File: src/rtl/adc_spi_rx.sv
// Receives fixed-length frames from an ADC over SPI using oversampled, synchronized, glitch-filtered inputs.
// Define ADC_SPI_RX_TIMEOUT_EN to abort frames whose SPI clock stalls for TIMEOUT_CYCLES.
module adc_spi_rx #(
    parameter int WORD_BITS      = 16,
    parameter int NUM_WORDS      = 3,
    parameter int SPI_MODE       = 0,
    parameter int MSB_FIRST      = 1,
    parameter int FILTER_CYCLES  = 3,
    parameter int TIMEOUT_CYCLES = 4096
) (
    input  logic                           i_clock,
    input  logic                           i_reset,
    input  logic                           i_spi_cs_n,
    input  logic                           i_spi_clock,
    input  logic                           i_spi_data,
    output logic [NUM_WORDS*WORD_BITS-1:0] o_data,
    output logic                           o_data_valid,
    output logic                           o_frame_error,
    output logic                           o_busy,
    output logic [1:0]                     o_fsm_state
);
    localparam int FW  = NUM_WORDS * WORD_BITS;
    localparam int BCW = $clog2(WORD_BITS);
    localparam int WCW = (NUM_WORDS > 1) ? $clog2(NUM_WORDS) : 1;
    localparam logic CPOL        = (SPI_MODE >= 2);
    localparam logic SAMPLE_RISE = (SPI_MODE == 0) || (SPI_MODE == 3);
    localparam logic [BCW-1:0] LAST_BIT  = BCW'(WORD_BITS - 1);
    localparam logic [WCW-1:0] LAST_WORD = WCW'(NUM_WORDS - 1);
    localparam logic [3:0]     FILT_LAST = 4'(FILTER_CYCLES - 1);
    // Bit 0 = chip select, bit 1 = SPI clock, bit 2 = data.
    localparam logic [2:0]     IN_RST    = {1'b0, CPOL, 1'b1};

    localparam logic [1:0] ST_IDLE    = 2'd0;
    localparam logic [1:0] ST_RECV    = 2'd1;
    localparam logic [1:0] ST_WAIT_CS = 2'd2;

    logic [2:0] sync1_q, sync2_q, filt_q;
    logic [1:0] prev_q;
    logic [3:0] fcnt_q [3];
    logic [1:0] prime_q;
    logic       armed_q;

    // A frame may only start after CS has been seen high once the synchronizers hold real samples.
    always_ff @(posedge i_clock) begin
        if (i_reset) begin
            sync1_q <= IN_RST;
            sync2_q <= IN_RST;
            filt_q  <= IN_RST;
            prev_q  <= IN_RST[1:0];
            for (int i = 0; i < 3; i++) fcnt_q[i] <= 4'd0;
            prime_q <= 2'd0;
            armed_q <= 1'b0;
        end else begin
            sync1_q <= {i_spi_data, i_spi_clock, i_spi_cs_n};
            sync2_q <= sync1_q;
            prev_q  <= filt_q[1:0];
            for (int i = 0; i < 3; i++) begin
                if (sync2_q[i] == filt_q[i]) begin
                    fcnt_q[i] <= 4'd0;
                end else if (fcnt_q[i] == FILT_LAST) begin
                    filt_q[i] <= sync2_q[i];
                    fcnt_q[i] <= 4'd0;
                end else begin
                    fcnt_q[i] <= fcnt_q[i] + 4'd1;
                end
            end
            if (prime_q != 2'd2) prime_q <= prime_q + 2'd1;
            else if (sync2_q[0] && filt_q[0]) armed_q <= 1'b1;
        end
    end

    logic cs_rise, cs_fall, sample_edge;
    assign cs_rise     = filt_q[0] & ~prev_q[0];
    assign cs_fall     = ~filt_q[0] & prev_q[0] & armed_q;
    assign sample_edge = SAMPLE_RISE ? (filt_q[1] & ~prev_q[1]) : (~filt_q[1] & prev_q[1]);

    logic [1:0]       state_q, state_d;
    logic [BCW-1:0]   bit_cnt_q, bit_cnt_d;
    logic [WCW-1:0]   word_cnt_q, word_cnt_d;
    logic [WORD_BITS-1:0] shift_q, shift_d, shifted;
    logic [FW-1:0]    stage_q, stage_d, data_q, data_d;
    logic             valid_q, valid_d, err_q, err_d, frame_done;
`ifdef ADC_SPI_RX_TIMEOUT_EN
    localparam int TCW = $clog2(TIMEOUT_CYCLES + 1);
    localparam logic [TCW-1:0] TO_LAST = TCW'(TIMEOUT_CYCLES - 1);
    logic [TCW-1:0] to_cnt_q, to_cnt_d;
`endif

    assign shifted = (MSB_FIRST != 0) ? {shift_q[WORD_BITS-2:0], filt_q[2]}
                                      : {filt_q[2], shift_q[WORD_BITS-1:1]};

    always_comb begin
        state_d    = state_q;
        bit_cnt_d  = bit_cnt_q;
        word_cnt_d = word_cnt_q;
        shift_d    = shift_q;
        stage_d    = stage_q;
        data_d     = data_q;
        valid_d    = 1'b0;
        err_d      = 1'b0;
        frame_done = 1'b0;
`ifdef ADC_SPI_RX_TIMEOUT_EN
        to_cnt_d   = to_cnt_q;
`endif
        case (state_q)
            ST_IDLE: begin
                if (cs_fall) begin
                    state_d    = ST_RECV;
                    bit_cnt_d  = '0;
                    word_cnt_d = '0;
                    stage_d    = '0;
`ifdef ADC_SPI_RX_TIMEOUT_EN
                    to_cnt_d   = '0;
`endif
                end
            end
            ST_RECV: begin
                if (sample_edge) begin
                    shift_d = shifted;
`ifdef ADC_SPI_RX_TIMEOUT_EN
                    to_cnt_d = '0;
`endif
                    if (bit_cnt_q == LAST_BIT) begin
                        bit_cnt_d = '0;
                        stage_d[int'(word_cnt_q)*WORD_BITS +: WORD_BITS] = shifted;
                        word_cnt_d = word_cnt_q + WCW'(1);
                        frame_done = (word_cnt_q == LAST_WORD);
                    end else begin
                        bit_cnt_d = bit_cnt_q + BCW'(1);
                    end
                end
                // Completion wins over a simultaneous CS rise.
                if (frame_done) begin
                    data_d  = stage_d;
                    valid_d = 1'b1;
                    state_d = ST_WAIT_CS;
                end else if (cs_rise) begin
                    err_d   = 1'b1;
                    stage_d = '0;
                    state_d = ST_IDLE;
`ifdef ADC_SPI_RX_TIMEOUT_EN
                end else if (!sample_edge && to_cnt_q == TO_LAST) begin
                    err_d   = 1'b1;
                    stage_d = '0;
                    state_d = ST_WAIT_CS;
                end else if (!sample_edge) begin
                    to_cnt_d = to_cnt_q + TCW'(1);
`endif
                end
            end
            ST_WAIT_CS: begin
                if (filt_q[0]) state_d = ST_IDLE;
            end
            default: state_d = ST_IDLE;
        endcase
    end

    always_ff @(posedge i_clock) begin
        if (i_reset) begin
            state_q    <= ST_IDLE;
            bit_cnt_q  <= '0;
            word_cnt_q <= '0;
            shift_q    <= '0;
            stage_q    <= '0;
            data_q     <= '0;
            valid_q    <= 1'b0;
            err_q      <= 1'b0;
`ifdef ADC_SPI_RX_TIMEOUT_EN
            to_cnt_q   <= '0;
`endif
        end else begin
            state_q    <= state_d;
            bit_cnt_q  <= bit_cnt_d;
            word_cnt_q <= word_cnt_d;
            shift_q    <= shift_d;
            stage_q    <= stage_d;
            data_q     <= data_d;
            valid_q    <= valid_d;
            err_q      <= err_d;
`ifdef ADC_SPI_RX_TIMEOUT_EN
            to_cnt_q   <= to_cnt_d;
`endif
        end
    end

    assign o_data        = data_q;
    assign o_data_valid  = valid_q;
    assign o_frame_error = err_q;
    assign o_busy        = (state_q == ST_RECV);
    assign o_fsm_state   = state_q;
endmodule
File: config.mk
export PLATFORM = sky130hd
export DESIGN_NAME = adc_spi_rx
export DESIGN_NICKNAME = d
export VERILOG_FILES = /design/src/rtl/adc_spi_rx.sv
export SDC_FILE = /design/constraint.sdc
export NUM_CORES = 1
export LEC_CHECK = 0
export BUFFER_PORTS_ARGS = -buffer_cell sky130_fd_sc_hd__buf_2
export CAP_MARGIN = 0
export CORE_MARGIN = 2
export CORE_UTILIZATION = 55
export CTS_CLUSTER_SIZE = 40
export DETAILED_ROUTE_END_ITERATION = 12
export PLACE_DENSITY_LB_ADDON = 0.3
export SYNTH_ARGS = -nofsm -noshare
export SYNTH_HDL_FRONTEND = slang
export SYNTH_SLANG_ARGS = --single-unit
export TNS_END_PERCENT = 1
File: constraint.sdc
create_clock -name i_clock -period 5.6 [get_ports i_clock]
set_clock_uncertainty 0.2 [all_clocks]
set_input_delay 0.56 -clock i_clock [delete_from_list [all_inputs] [get_ports i_clock]]
set_output_delay 0.56 -clock i_clock [all_outputs]
set_load 0.02 [all_outputs]
==> impl_metrics.py <==
metrics = {
    "status": {
        "status": "completed",
    },
    "sta": {
        "fin_ws_ns": 2.821,
        "setup_violations": 0,
        "tightest_slew_ns": 0.8781,
        "setup_tns_ns": 0,
        "hold_viol_final": 0,
        "period_share": 0.4962,
        "fmax_mhz": 359.9,
        "fin_crit_ns": 2.779,
        "rsz0062_at_grt": "false",
        "slew_violations": 0,
        "relSlewSlack": 0.4125,
    },
    "clocking": {
        "cts_hold_buffers": 0,
        "postCtsResizedCells": 0,
        "clock_sinks": 131,
        "root_buffer": "clkbuf_8",
        "clk_pin_slew_worst_paths_ns": 0.06,
        "cts_max_level": 4,
        "cts_tree": "yes",
        "cts_buffer_depth": 2,
        "clkLatencyLatePin_ns": 0.51,
        "cts_buffers": 17,
        "postCtsSetupRepairBufs": 0,
    },
    "logic_synthesis": {
        "yosysSeqAreaShare": 0.5169,
        "synth_cell_types": 47,
        "ys_ff_latch": 131,
        "synth_edf_count": 12,
        "async_flop_share": 0,
        "synthesis.area_mm2": 0.005306,
        "syn_avg_cell_area_um2": 10.30,
        "yosysWarnings": 0,
        "synth_cells": 515,
        "ys.flop_type": "dfxtp_1",
    },
    "floorplan": {
        "rows": 35,
        "die-area_mm2": 0.01045,
        "initial_core_util": 0.5716,
        "ios": 58,
        "dieHeight_um": 102.2,
        "coreArea_mm2": 0.009284,
        "die_w_um": 102.2,
    },
    "setup_path": {
        "end_kind": "flip-flop",
        "critical_path.max_fanout": 50,
        "regToRegEndpoint": "o_data[9]",
        "ff2ff_setup_slack_ns": 2.82,
        "ff2ff_path_depth": 6,
        "critPathArrivalTime_ns": 3.01,
        "crit_type": "reg2reg",
        "r2r_start": "bit_cnt_q[0]",
        "crit_path_start_kind": "flip-flop",
        "required_ns": 5.83,
    },
    "global_route": {
        "grt_pass1_wl_um": 17840,
        "antenna_found_initial": 0,
        "grt_usage": 0.2212,
        "grt_pass1_vias": 3650,
        "gr-total-overflow": 0,
        "grt_start_max_net_pins": 51,
    },
    "worst_hold_path": {
        "hold_depth": 2,
        "worstHoldStart": "i_spi_cs_n",
        "hold_path.class": "in2reg",
        "min_to": "sync1_q[0]",
    },
    "placement": {
        "numPortBuffers": 57,
        "place_area_mm2": 0.005693,
        "dp_slack_ns": 2.845,
        "dp_hpwl_um": 7209,
        "dp.cells": 683,
        "globalplace.congestion": 0.8416,
    },
    "power_and_ir_drop": {
        "power_frac_clock": 0.497,
        "p_leak_nw": 2.317,
        "p_sw_frac": 0.2192,
        "p_comb_frac": 0.028,
        "powerDensity_mw_per_mm2": 327.4,
        "totalPowerFinal_mw": 2.045,
        "ir_drop_v": 0.0001911,
        "p_switching_mw": 0.4481,
        "internal-power_mw": 1.596,
        "p_seq_frac": 0.475,
    },
    "routing": {
        "drtIter0Drc": 148,
        "avgViaCountPerCell": 5.422,
        "drtAntennaViolNets": 0,
        "drt_drc_violations_left": 0,
        "wl_per_cell_um": 15.05,
        "finalWirelength_um": 10760,
        "first_pass_iters": 4,
        "vias": 3877,
    },
    "finish": {
        "layout_commonest_cell": "dfxtp_1",
        "area_growth_pct": 17.68,
        "nets": 591,
        "final_layout_size_suffix_gt1_frac": 0.1945,
        "design_area_mm2": 0.006245,
        "final_cell_mix": "dfxtp_1 (119), nor2_1 (62), buf_2 (57), mux2i_1 (35), nand2_1 (33)",
        "fill_cells": 729,
        "diodes": 0,
        "final_cells": 715,
    },
    "flow_run": {
        "maxCapViolations": 0,
    },
}
## stage by stage
step                utilization  hold WS, ns
CTS                      0.6726      0.01449
floorplan                     -       0.1895
global route             0.6726      0.03234
finish                   0.6726      0.02750
global placement         0.6132       0.1996
detailed placement       0.6132       0.2069
## sequential cells by signal, indices dropped and copies added, names as in the netlist
| signal | count |
|---|---|
| word_cnt_q | 2 |
| sync2_q | 3 |
| prev_q | 2 |
| o_fsm_state | 2 |
| bit_cnt_q | 4 |
| fcnt_q | 12 |
| o_data_valid | 1 |
| o_frame_error | 1 |
| filt_q | 3 |
| o_data | 48 |
| armed_q | 1 |
| shift_q | 15 |
| sync1_q | 3 |
| stage_q | 32 |
| prime_q | 2 |
## final cells by class
| cell class | instances | area (um2) | share of cell area |
|---|---|---|---|
| clock inverter | 12 | 105.1 | 0.01683 |
| tap | 129 | 161.4 | 0.02585 |
| timing repair buffer | 63 | 330.3 | 0.05290 |
| sequential | 131 | 2743 | 0.4392 |
| multi-input combinational | 352 | 2429 | 0.3889 |
| clock buffer | 20 | 446.7 | 0.07153 |
| inverter | 8 | 30.03 | 0.004809 |
## synth_stat cells, types with 2 or more instances
cell       instances  area share
nor2b_1            5      0.0059
a21o_1             2      0.0028
a211oi_1          22       0.031
inv_1              8      0.0057
nand3b_1           2      0.0028
a211oi_2          10       0.024
a21oi_1           21       0.020
nor3_1             2      0.0019
a22o_1            15       0.025
clkbuf_1          20       0.014
nand4b_1           2      0.0033
edfxtp_1          12       0.068
nand4bb_1          2      0.0042
buf_1              4      0.0028
xor2_1             6      0.0099
o21ai_0            2      0.0019
mux2i_1           35       0.066
nand2b_1           4      0.0047
or2_2              3      0.0035
ha_1              13       0.031
xnor2_1            6      0.0099
nand3_1            6      0.0057
or3_1              2      0.0024
nand2_1           33       0.023
dfxtp_1          119        0.45
and2_1            32       0.038
nor4_1             2      0.0024
nand2_2            2      0.0024
and3b_1            2      0.0033
nand4_1            2      0.0024
nor3b_1            4      0.0057
buf_2              8      0.0075
nor2_1            62       0.044
o2bb2ai_1         32       0.053
## worst max path at each step
| stage | startpoint | end | slack, ns | cells past startpoint |
|---|---|---|---|---|
| 3_3_place_gp | bit_cnt_q[0] | o_data[1] | 2.98 | 6 |
| 2_1_floorplan | bit_cnt_q[0] | o_data[25] | 3.53 | 6 |
| 3_5_place_dp | bit_cnt_q[0] | o_data[15] | 2.85 | 6 |
| 4_1_cts | bit_cnt_q[0] | o_data[23] | 2.83 | 6 |
| 5_1_grt | bit_cnt_q[0] | o_data[16] | 2.54 | 6 |
| 6_report | bit_cnt_q[0] | o_data[9] | 2.82 | 6 |
## kinds of logic after synthesis
group           Yosys count  share of synthesized area
compound gates          108                     0.1625
xor+xnor                 12                    0.01981
fa+ha+maj                13                    0.03065
buf+inv                  43                    0.03749
flops                   131                     0.5169
mux                      35                    0.06602
other cells               1                  0.0007067
simple gates            172                     0.1660
## critical path: stages (launching register included)
cell,delay [ns]
dfxtp_1,0.40
ha_1,0.27
nand4b_1,0.22
nor3_4,0.71
buf_4,0.55
nor2_1,0.09
a211oi_1,0.21
## power by group through the flow
stage	Sequential, mW	Clock (mW)	Combinational (mW)
after global routing	0.974	1.07	0.0659
final	0.972	1.02	0.0569
after floorplan	0.989	0	0.0471
after detailed placement	0.992	0	0.0575
after global placement	0.991	0	0.0539
after CTS	0.972	1.03	0.0574
## per-layer routing
layer / vias to the layer above / track usage / wire [um]
met2: 86 / 0.3360 / 4859
met5: - / 0 / 0
met3: 20 / 0.05198 / 514
met4: 0 / 0.08000 / 184
met1: 1845 / 0.3105 / 5199
li1: 1926 / - / -
Power figures use the tool's default switching activity.
